**config.mk**
```make
export PLATFORM = sky130hd
export DESIGN_NAME = radix4_divider
export DESIGN_NICKNAME = d
export VERILOG_FILES = /design/src/rtl/radix4_divider_pkg.sv /design/src/rtl/Hexdisplay.sv /design/src/rtl/radix4_div_step.sv /design/src/rtl/radix4_divider.sv
export SDC_FILE = /design/constraint.sdc
export NUM_CORES = 1
export LEC_CHECK = 0
export BUFFER_PORTS_ARGS = -buffer_cell sky130_fd_sc_hd__clkbuf_2
export CORE_ASPECT_RATIO = 1.4
export CORE_MARGIN = 1
export CORE_UTILIZATION = 60
export DETAILED_ROUTE_END_ITERATION = 12
export PLACE_DENSITY = 0.82
export REMOVE_ABC_BUFFERS = 1
export SLEW_MARGIN = 20
export SYNTH_ARGS = -nofsm -noshare
export SYNTH_HDL_FRONTEND = slang
export SYNTH_SLANG_ARGS = --single-unit
```
**constraint.sdc**
```tcl
create_clock -name clk -period 4.3 [get_ports clk]
set_clock_uncertainty 0.15 [all_clocks]
set_input_delay 0.86 -clock clk [delete_from_list [all_inputs] [get_ports clk]]
set_output_delay 0.86 -clock clk [all_outputs]
set_load 0.02 [all_outputs]
```
**src/rtl/radix4_divider_pkg.sv**
```systemverilog
// Shared definitions for the radix-4 restoring divider: FSM encoding and step count.
package radix4_divider_pkg;

    typedef enum logic [1:0] {
        ST_IDLE = 2'd0,
        ST_CALC = 2'd1,
        ST_DONE = 2'd2
    } state_t;

    localparam int         STEPS     = 8;
    localparam logic [2:0] LAST_STEP = 3'(STEPS - 1);

endpackage

```
**src/rtl/Hexdisplay.sv**
```systemverilog
// 7-segment decoder, active-low segments ordered {g,f,e,d,c,b,a}.
module Hexdisplay (
    input  logic [3:0] digit,
    output logic [6:0] seg
);

    always_comb begin
        seg = 7'h7F;
        case (digit)
            4'h0: seg = 7'h40;
            4'h1: seg = 7'h79;
            4'h2: seg = 7'h24;
            4'h3: seg = 7'h30;
            4'h4: seg = 7'h19;
            4'h5: seg = 7'h12;
            4'h6: seg = 7'h02;
            4'h7: seg = 7'h78;
            4'h8: seg = 7'h00;
            4'h9: seg = 7'h10;
            4'hA: seg = 7'h08;
            4'hB: seg = 7'h03;
            4'hC: seg = 7'h46;
            4'hD: seg = 7'h21;
            4'hE: seg = 7'h06;
            4'hF: seg = 7'h0E;
            default: seg = 7'h7F;
        endcase
    end

endmodule

```
**src/rtl/radix4_div_step.sv**
```systemverilog
// One radix-4 digit: pick the largest q in 0..3 with q*D <= P' and subtract it.
module radix4_div_step (
    input  logic [9:0] p_prime,
    input  logic [7:0] d,
    output logic [1:0] q,
    output logic [9:0] p_new
);

    logic [9:0] d1;
    logic [9:0] d2;
    logic [9:0] d3;

    // 3*255 = 765 still fits in 10 bits, so no carry is lost here.
    assign d1 = {2'b00, d};
    assign d2 = {1'b0, d, 1'b0};
    assign d3 = d1 + d2;

    always_comb begin
        q     = 2'd0;
        p_new = p_prime;
        if (p_prime >= d3) begin
            q     = 2'd3;
            p_new = p_prime - d3;
        end else if (p_prime >= d2) begin
            q     = 2'd2;
            p_new = p_prime - d2;
        end else if (p_prime >= d1) begin
            q     = 2'd1;
            p_new = p_prime - d1;
        end
    end

endmodule

```
**src/rtl/radix4_divider.sv**
```systemverilog
// 16/8 unsigned divider, 2 quotient bits per cycle, with byte-wise operand loading
// and a quotient/remainder display toggle on four 7-segment digits.
module radix4_divider
    import radix4_divider_pkg::*;
(
    input  logic        clk,
    input  logic        rst,
    input  logic [7:0]  in,
    input  logic        getA,
    input  logic        getB,
    input  logic        start,
    input  logic        putOut,
    output logic [15:0] Res,
    output logic [6:0]  HEX0,
    output logic [6:0]  HEX1,
    output logic [6:0]  HEX2,
    output logic [6:0]  HEX3,
    output logic        done,
    output logic        divZero
);

    state_t      state;
    state_t      state_next;
    logic [15:0] a;
    logic [7:0]  d;
    logic [9:0]  p;
    logic [15:0] quo;
    logic [2:0]  cnt;
    logic        ptr;
    logic        sel;
    logic        dz_flag;

    logic        load_en;
    logic        go_calc;
    logic        go_zero;
    logic        toggle;

    logic [15:0] a_shift;
    logic [9:0]  p_prime;
    logic [1:0]  step_q;
    logic [9:0]  step_p;

    always_ff @(posedge clk) begin
        if (rst) state <= ST_IDLE;
        else     state <= state_next;
    end

    // Loads beat start; start beats putOut.
    always_comb begin
        state_next = state;
        load_en    = 1'b0;
        go_calc    = 1'b0;
        go_zero    = 1'b0;
        toggle     = 1'b0;
        case (state)
            ST_IDLE, ST_DONE: begin
                if (getA || getB) begin
                    load_en    = 1'b1;
                    state_next = ST_IDLE;
                end else if (start) begin
                    if (d == 8'd0) begin
                        go_zero    = 1'b1;
                        state_next = ST_DONE;
                    end else begin
                        go_calc    = 1'b1;
                        state_next = ST_CALC;
                    end
                end else if (state == ST_DONE && putOut) begin
                    toggle = 1'b1;
                end
            end
            ST_CALC: begin
                if (cnt == LAST_STEP) state_next = ST_DONE;
            end
            default: state_next = ST_IDLE;
        endcase
    end

    // Dividend consumed MSB-pair first by shifting the step's pair to the top.
    assign a_shift = a << {cnt, 1'b0};
    assign p_prime = (p << 2) | {8'd0, a_shift[15:14]};

    radix4_div_step u_step (
        .p_prime (p_prime),
        .d       (d),
        .q       (step_q),
        .p_new   (step_p)
    );

    always_ff @(posedge clk) begin
        if (rst) begin
            a       <= 16'd0;
            d       <= 8'd0;
            p       <= 10'd0;
            quo     <= 16'd0;
            cnt     <= 3'd0;
            ptr     <= 1'b0;
            sel     <= 1'b0;
            dz_flag <= 1'b0;
        end else begin
            if (load_en) begin
                if (getA) begin
                    if (ptr) a[15:8] <= in;
                    else     a[7:0]  <= in;
                    ptr <= ~ptr;
                end
                if (getB) d <= in;
            end
            if (go_calc) begin
                p       <= 10'd0;
                quo     <= 16'd0;
                cnt     <= 3'd0;
                sel     <= 1'b0;
                dz_flag <= 1'b0;
            end
            if (go_zero) begin
                p       <= {2'b00, a[7:0]};
                quo     <= 16'hFFFF;
                cnt     <= 3'd0;
                sel     <= 1'b0;
                dz_flag <= 1'b1;
            end
            if (toggle) sel <= ~sel;
            if (state == ST_CALC) begin
                p   <= step_p;
                quo <= {quo[13:0], step_q};
                cnt <= cnt + 3'd1;
            end
        end
    end

    assign done    = (state == ST_DONE);
    assign divZero = done && dz_flag;

    always_comb begin
        Res = 16'd0;
        if (done) Res = sel ? {8'h00, p[7:0]} : quo;
    end

    Hexdisplay u_hex0 (.digit(Res[3:0]),   .seg(HEX0));
    Hexdisplay u_hex1 (.digit(Res[7:4]),   .seg(HEX1));
    Hexdisplay u_hex2 (.digit(Res[11:8]),  .seg(HEX2));
    Hexdisplay u_hex3 (.digit(Res[15:12]), .seg(HEX3));

endmodule
```
# == Word level (Yosys, flattened, before mapping) ==
# Memory sizes are Yosys's and may differ from the RTL's.
# Cells that the tools add are included.
# W data, S select, Z words.
# word_totals
mem_count,4
romBits,448
reg_bits,56
# op_classes
n_shift,1
muxes,40
n_lt_le_gt_ge,3
n_bitwise,3
n_reduce_logical,14
n_addsub,5
eq_ne,5
# mem_list
name,depth,width,rd,rd_ports_with_merged_regs,wr,line_no,source
(name not given),16,7,1,0,0,Hexdisplay.sv:9,case (digit)
(name not given),16,7,1,0,0,Hexdisplay.sv:9,
(name not given),16,7,1,0,0,Hexdisplay.sv:9,
(name not given),16,7,1,0,0,Hexdisplay.sv:9,
# ops
cell,count
$mux W16,5
$mux W8,6
$sub A8 B8 Y8,3
$mux W1,19
$shl A16 B4 Y16,1
$mux W2,6
$add A8 B9 Y10,1
$ge A10 B10 Y1,1
$ge A10 B8 Y1,1
$ge A10 B9 Y1,1
$or A10 B2 Y10,1
$mux W3,3
$logic_not A8 Y1,1
$reduce_and A2 Y1,3
$reduce_and A3 Y1,2
$reduce_bool A3 Y1,2
$pmux W2 S2,1
$add A3 B1 Y3 const B,1
$eq A3 B3 Y1 const B,1
$ne A3 B3 Y1 const B,1
$eq A2 B1 Y1 const B,1
$eq A2 B2 Y1 const B,1
$logic_and A1 B1 Y1,2
$logic_not A2 Y1,1
5 further kinds,6

# == Depth between registers and ports, before layout ==
# depth
depth_word,8
mapped_depth,17
mapped_depth_nobuf,17

# == By module ==
# A second synthesis with hierarchy kept.
# hier_totals
cells_unflattened,619
area_unflattened_um2,5242.5
# modules_own_cells
module,cells_each,area_each_um2,n_inst,seq_area_each_um2
radix4_divider,246,2442.3,1,1121.1
radix4_div_step,245,1699.1,1,0.0
Hexdisplay,32,275.3,4,0.0

# == Least setup slack after synthesis ==
# No wires, ideal clock.
# synth_path
path_kind,flip-flop to output port
startpoint,reg state[0]
endpoint,out HEX1[3]
path_slack_ns,0.868
path_stages_with_launch,12
path_buffers,2
arrival_time_ns,2.422
cell_sequence,dfxtp_1 > nand2b_1 > clkbuf_1 > inv_1 > clkbuf_1 > nand2_1 > inv_1 > ha_1 > nor2_1 > a21oi_1 > nor2_1 > a31oi_1
# synth_between
elab_chain_len,3
# synth_rtl
item,line_no,source
from (decl),radix4_divider.sv:22,state_t state;
from (signal assigned),radix4_divider.sv:45,else state <= state_next;
$eq A2 B2 Y1,radix4_divider.sv:132,assign done = (state == ST_DONE);
named net done,radix4_divider.sv:18,"output logic done,"
$mux W16,radix4_divider.sv:137,"if (done) Res = sel ? {8'h00, p[7:0]} : quo;"
named net Res[4],radix4_divider.sv:13,"output logic [15:0] Res,"
$mem_v2 Z16 W7,-,
to (decl),radix4_divider.sv:15,"output logic [6:0] HEX1,"
# The timed path passes the listed nets, and every way through them passes these cells.

# == Final worst setup path ==
# layout_path
startpoint,reg cnt[1]
endpoint,reg p[7]
# layout_between
elab_chain_len,7
elab_cells_between_ends,12
cone_classes,add/sub: 3; order compare: 3; shift: 1; mux: 4; bitwise: 1
# layout_rtl
item,line_no,source
from (decl),radix4_divider.sv:28,logic [2:0] cnt;
from (signal assigned),radix4_divider.sv:127,cnt <= cnt + 3'd1;
$shl A16 B4 Y16 *,radix4_divider.sv:80,"assign a_shift = a << {cnt, 1'b0};"
$or A10 B2 Y10 *,radix4_divider.sv:81,"assign p_prime = (p << 2) | {8'd0, a_shift[15:14]};"
$sub A8 B8 Y8 or $ge A10 B8 Y1 (tied branches),"radix4_div_step.sv:29, radix4_div_step.sv:27",
$mux W8,radix4_div_step.sv:27,end else if (p_prime >= d1) begin
$mux W8,radix4_div_step.sv:24,end else if (p_prime >= d2) begin
$mux W8 *,radix4_div_step.sv:21,if (p_prime >= d3) begin
$mux W8 *,radix4_divider.sv:124,if (state == ST_CALC) begin
to (signal assigned),radix4_divider.sv:117,"p <= {2'b00, a[7:0]};"
to (signal assigned),radix4_divider.sv:125,p <= step_p;
to (decl),radix4_divider.sv:26,logic [9:0] p;
# Mark *: on every way between the ends. The rest lies on a longest branch, timed or not.
# A chain may end at the register's enable or synchronous reset.

==> flow_metrics.py <==
metrics = {
    "worst_setup_path": {
        "critical_path.reg2reg.endpoint": "p[7]",
        "cp_cell_sequence": "mux4_1 -> mux2i_2 -> ha_1 -> fa_1 -> nor2b_1 -> o31ai_1 -> a21oi_1 -> a31oi_4 -> and4b_1 -> a2111oi_0 -> o22ai_1",
        "critical_path_class": "flop to flop",
        "arrival_ns": 4.07,
        "r2r_setup_slack_ns": 0.26,
        "endpoint_kind": "flop",
        "cp_num_buf_inv": 0,
        "rr_worst_depth": 11,
        "max_stage_delay_ns": 0.60,
        "cp-start-kind": "flop",
        "cp_slowest_cell": "mux4_1",
        "cp.required_ns": 4.32,
        "rr_startpoint": "cnt[1]",
        "critPathTopFamily": "compound AO/OA/AOI/OAI gates",
        "crit_fanout": 8,
    },
    "global_routing": {
        "grt_overflow": 0,
        "antenna_found_initial": 0,
        "grt_pass1_vias": 4388,
        "grt_util_all_layers_pct": 29.36,
        "grt_max_degree": 35,
        "grt_pass1_wl_mm": 20.27,
    },
    "cts": {
        "htreeDepth": 2,
        "cts_sinks": 56,
        "clk_pin_slew_ns": 0.12,
        "post_cts_buffers": 0,
        "clockRootBuffer": "clkbuf_8",
        "clock_latency_ns": 0.32,
        "cts_tree": "done",
        "cts_made_buffers": 5,
        "ctsResizeCount": 0,
        "hold_buffers": 0,
        "cts_buffer_depth": 2,
    },
    "drt": {
        "initialDrtViolationCount": 270,
        "first_pass_iters": 4,
        "wl_per_cell_um": 16.54,
        "routed_wl_mm": 12.72,
        "route.detailed.drc": 0,
        "vias": 4797,
        "vias_per_cell": 6.238,
        "ant_nets": 0,
    },
    "floorplan": {
        "core_um2": 7893,
        "io-pin-count": 60,
        "initial_core_util_pct": 62.79,
        "die_width_um": 78.81,
        "dieArea_um2": 8632,
        "rows": 38,
        "die_h_um": 109.5,
    },
    "timing": {
        "fin_crit_ns": 4.044,
        "setup_violations": 0,
        "rsz0062_at_grt": "no",
        "post-route-period-util_pct": 94.05,
        "worst_slack_ns": 0.2560,
        "timing.fmax_mhz": 247.3,
        "fin_tns_setup_ns": 0,
        "worstMarginPinSlew_ns": 0.8812,
        "hold_violations": 0,
        "slew_violations": 0,
        "slew_headroom_pct": 41.04,
    },
    "run_status": {
        "status": "complete, no violations",
    },
    "min_path": {
        "hold_depth": 2,
        "worstHoldStart": "a[15]",
        "hold_class": "flop to flop",
        "min_to": "a[15]",
    },
    "power": {
        "p_seq_share_pct": 37.3,
        "power.switching_uw": 641.9,
        "p_leak_nw": 2.450,
        "switching_share_pct": 40.16,
        "p_total_mw": 1.598,
        "ir_worst_vdd_uv": 291.5,
        "clockPowerShare_pct": 19.1,
        "p_per_area_nw_per_um2": 296.2,
        "internal-power_uw": 956.4,
        "comb_power_share_pct": 43.7,
    },
    "logic_synthesis": {
        "synth_top_area_share_pct": 22.62,
        "synth_area_leaders": "dfxtp_1, ha_1, nor2_1",
        "synth_ff_type": "dfxtp_1",
        "synth_seq_area_share_pct": 22.62,
        "synthTopCellsByCount": "nor2_1, ha_1, dfxtp_1",
        "synth.distinct_cells": 60,
        "yosysWarningCount": 0,
        "synth_edf_count": 0,
        "yosysMostFrequentCell": "nor2_1",
        "ys_ff_latch": 56,
        "netlist_instances": 627,
        "syn_avg_cell_area_um2": 7.904,
        "synth_area_um2": 4956,
        "synth-async-reset-ratio_pct": 0,
        "synth_top_area_cell": "dfxtp_1",
    },
    "place": {
        "hpwl_mm": 10.10,
        "portBuffers": 59,
        "place.gp.congestion": 0.9979,
        "place_ws_ns": 0.3663,
    },
    "flow_run": {
        "max_cap_viol_count": 0,
    },
    "cells_and_area": {
        "antenna_cells": 0,
        "synthToLayoutAreaGrowth_pct": 8.887,
        "register_area_um2": 1121,
        "layout-drive-gt1-share_pct": 13.60,
        "multi_input_area_um2": 3582,
        "n_fill_cell": 674,
        "fin_nets": 749,
    },
}
## registers in the layout, summed over array words and instances, names as in the netlist
signal,cells
state,2
cnt,3
ptr,1
d,8
quo,16
p,8
dz_flag,1
sel,1
a,16
## power by group through the flow
stage / Combinational [mW] / Clock (mW) / Sequential (mW)
after floorplan: 0.519 / 0 / 0.588
after global placement: 0.670 / 0 / 0.606
after detailed placement: 0.683 / 0 / 0.607
after CTS: 0.686 / 0.311 / 0.595
after global routing: 0.752 / 0.326 / 0.600
final: 0.698 / 0.305 / 0.596
## through the flow
step	hold WS, ns	area (µm²)	util [%]	instances
floorplan	0.2982	4840	-	597
CTS	0.3580	5394	68.34	769
detailed placement	0.3297	5298	67.12	761
finish	0.3504	5396	68.37	769
global route	0.3769	5396	68.37	769
global placement	0.3142	5298	67.12	761
## area by class of cell
class                      instances  share of cell area [%]
clock buffer                       5                   1.275
clock inverter                     3                  0.5101
inverter                          37                   2.574
multi-input combinational        504                   66.38
sequential                        56                   20.77
tap                              100                   2.319
timing repair buffer              64                   6.167
## placed cells by master, fill, tap and decap left out, drive strengths merged, types with 4 or more instances in the layout
master   instances
a21o             6
ha              63
nand3           11
nor2            98
and3             5
o21a             8
a21oi           49
o21ai           38
a211oi           5
o22ai            8
a22o             6
nor2b            7
nor3            12
xor2             6
a31oi           12
buf              5
mux2             8
xnor2           10
nand2b           6
mux4             4
fa               4
nand2           44
nand4            4
nand3b           4
mux2i           30
clkbuf          64
a221oi          20
dfxtp           56
inv             38
o2bb2ai          4
## how the worst max path moves through the flow
stage | from | end | slack, ns | cells after the start
CTS | cnt[1] | p[7] | 0.31 | 11
global route | d[1] | p[7] | 0.05 | 17
detailed placement | cnt[1] | p[7] | 0.37 | 11
global placement | cnt[1] | p[7] | 0.41 | 11
finish | cnt[1] | p[7] | 0.26 | 11
floorplan | cnt[1] | p[7] | 0.96 | 11
## tightest hold or removal path, stage by stage, from the launching register on
cell     delay [ns]
dfxtp_1        0.34
mux2i_1        0.06
nor2_1         0.07
## kinds of logic (layout without fill, tap and decap cells)
kind of cell	count (synthesis)	after routing	synth area share (%)
xor+xnor	16	16	2.827
fa+ha+maj	67	67	17.52
simple gates	201	201	18.05
flops	56	56	22.62
buf+inv	67	109	5.150
mux	42	42	9.922
compound gates	178	178	23.91
## layer usage
layer  track usage (%)  up-vias  part of all wire (%)
li1                  -     2345                     -
met1             32.53     2254                    41
met2             57.20      162                    52
met3             2.988       36                   4.0
met4             10.52        0                   3.0
met5                 0        -                     0
(Power assumes the default switching activity.)
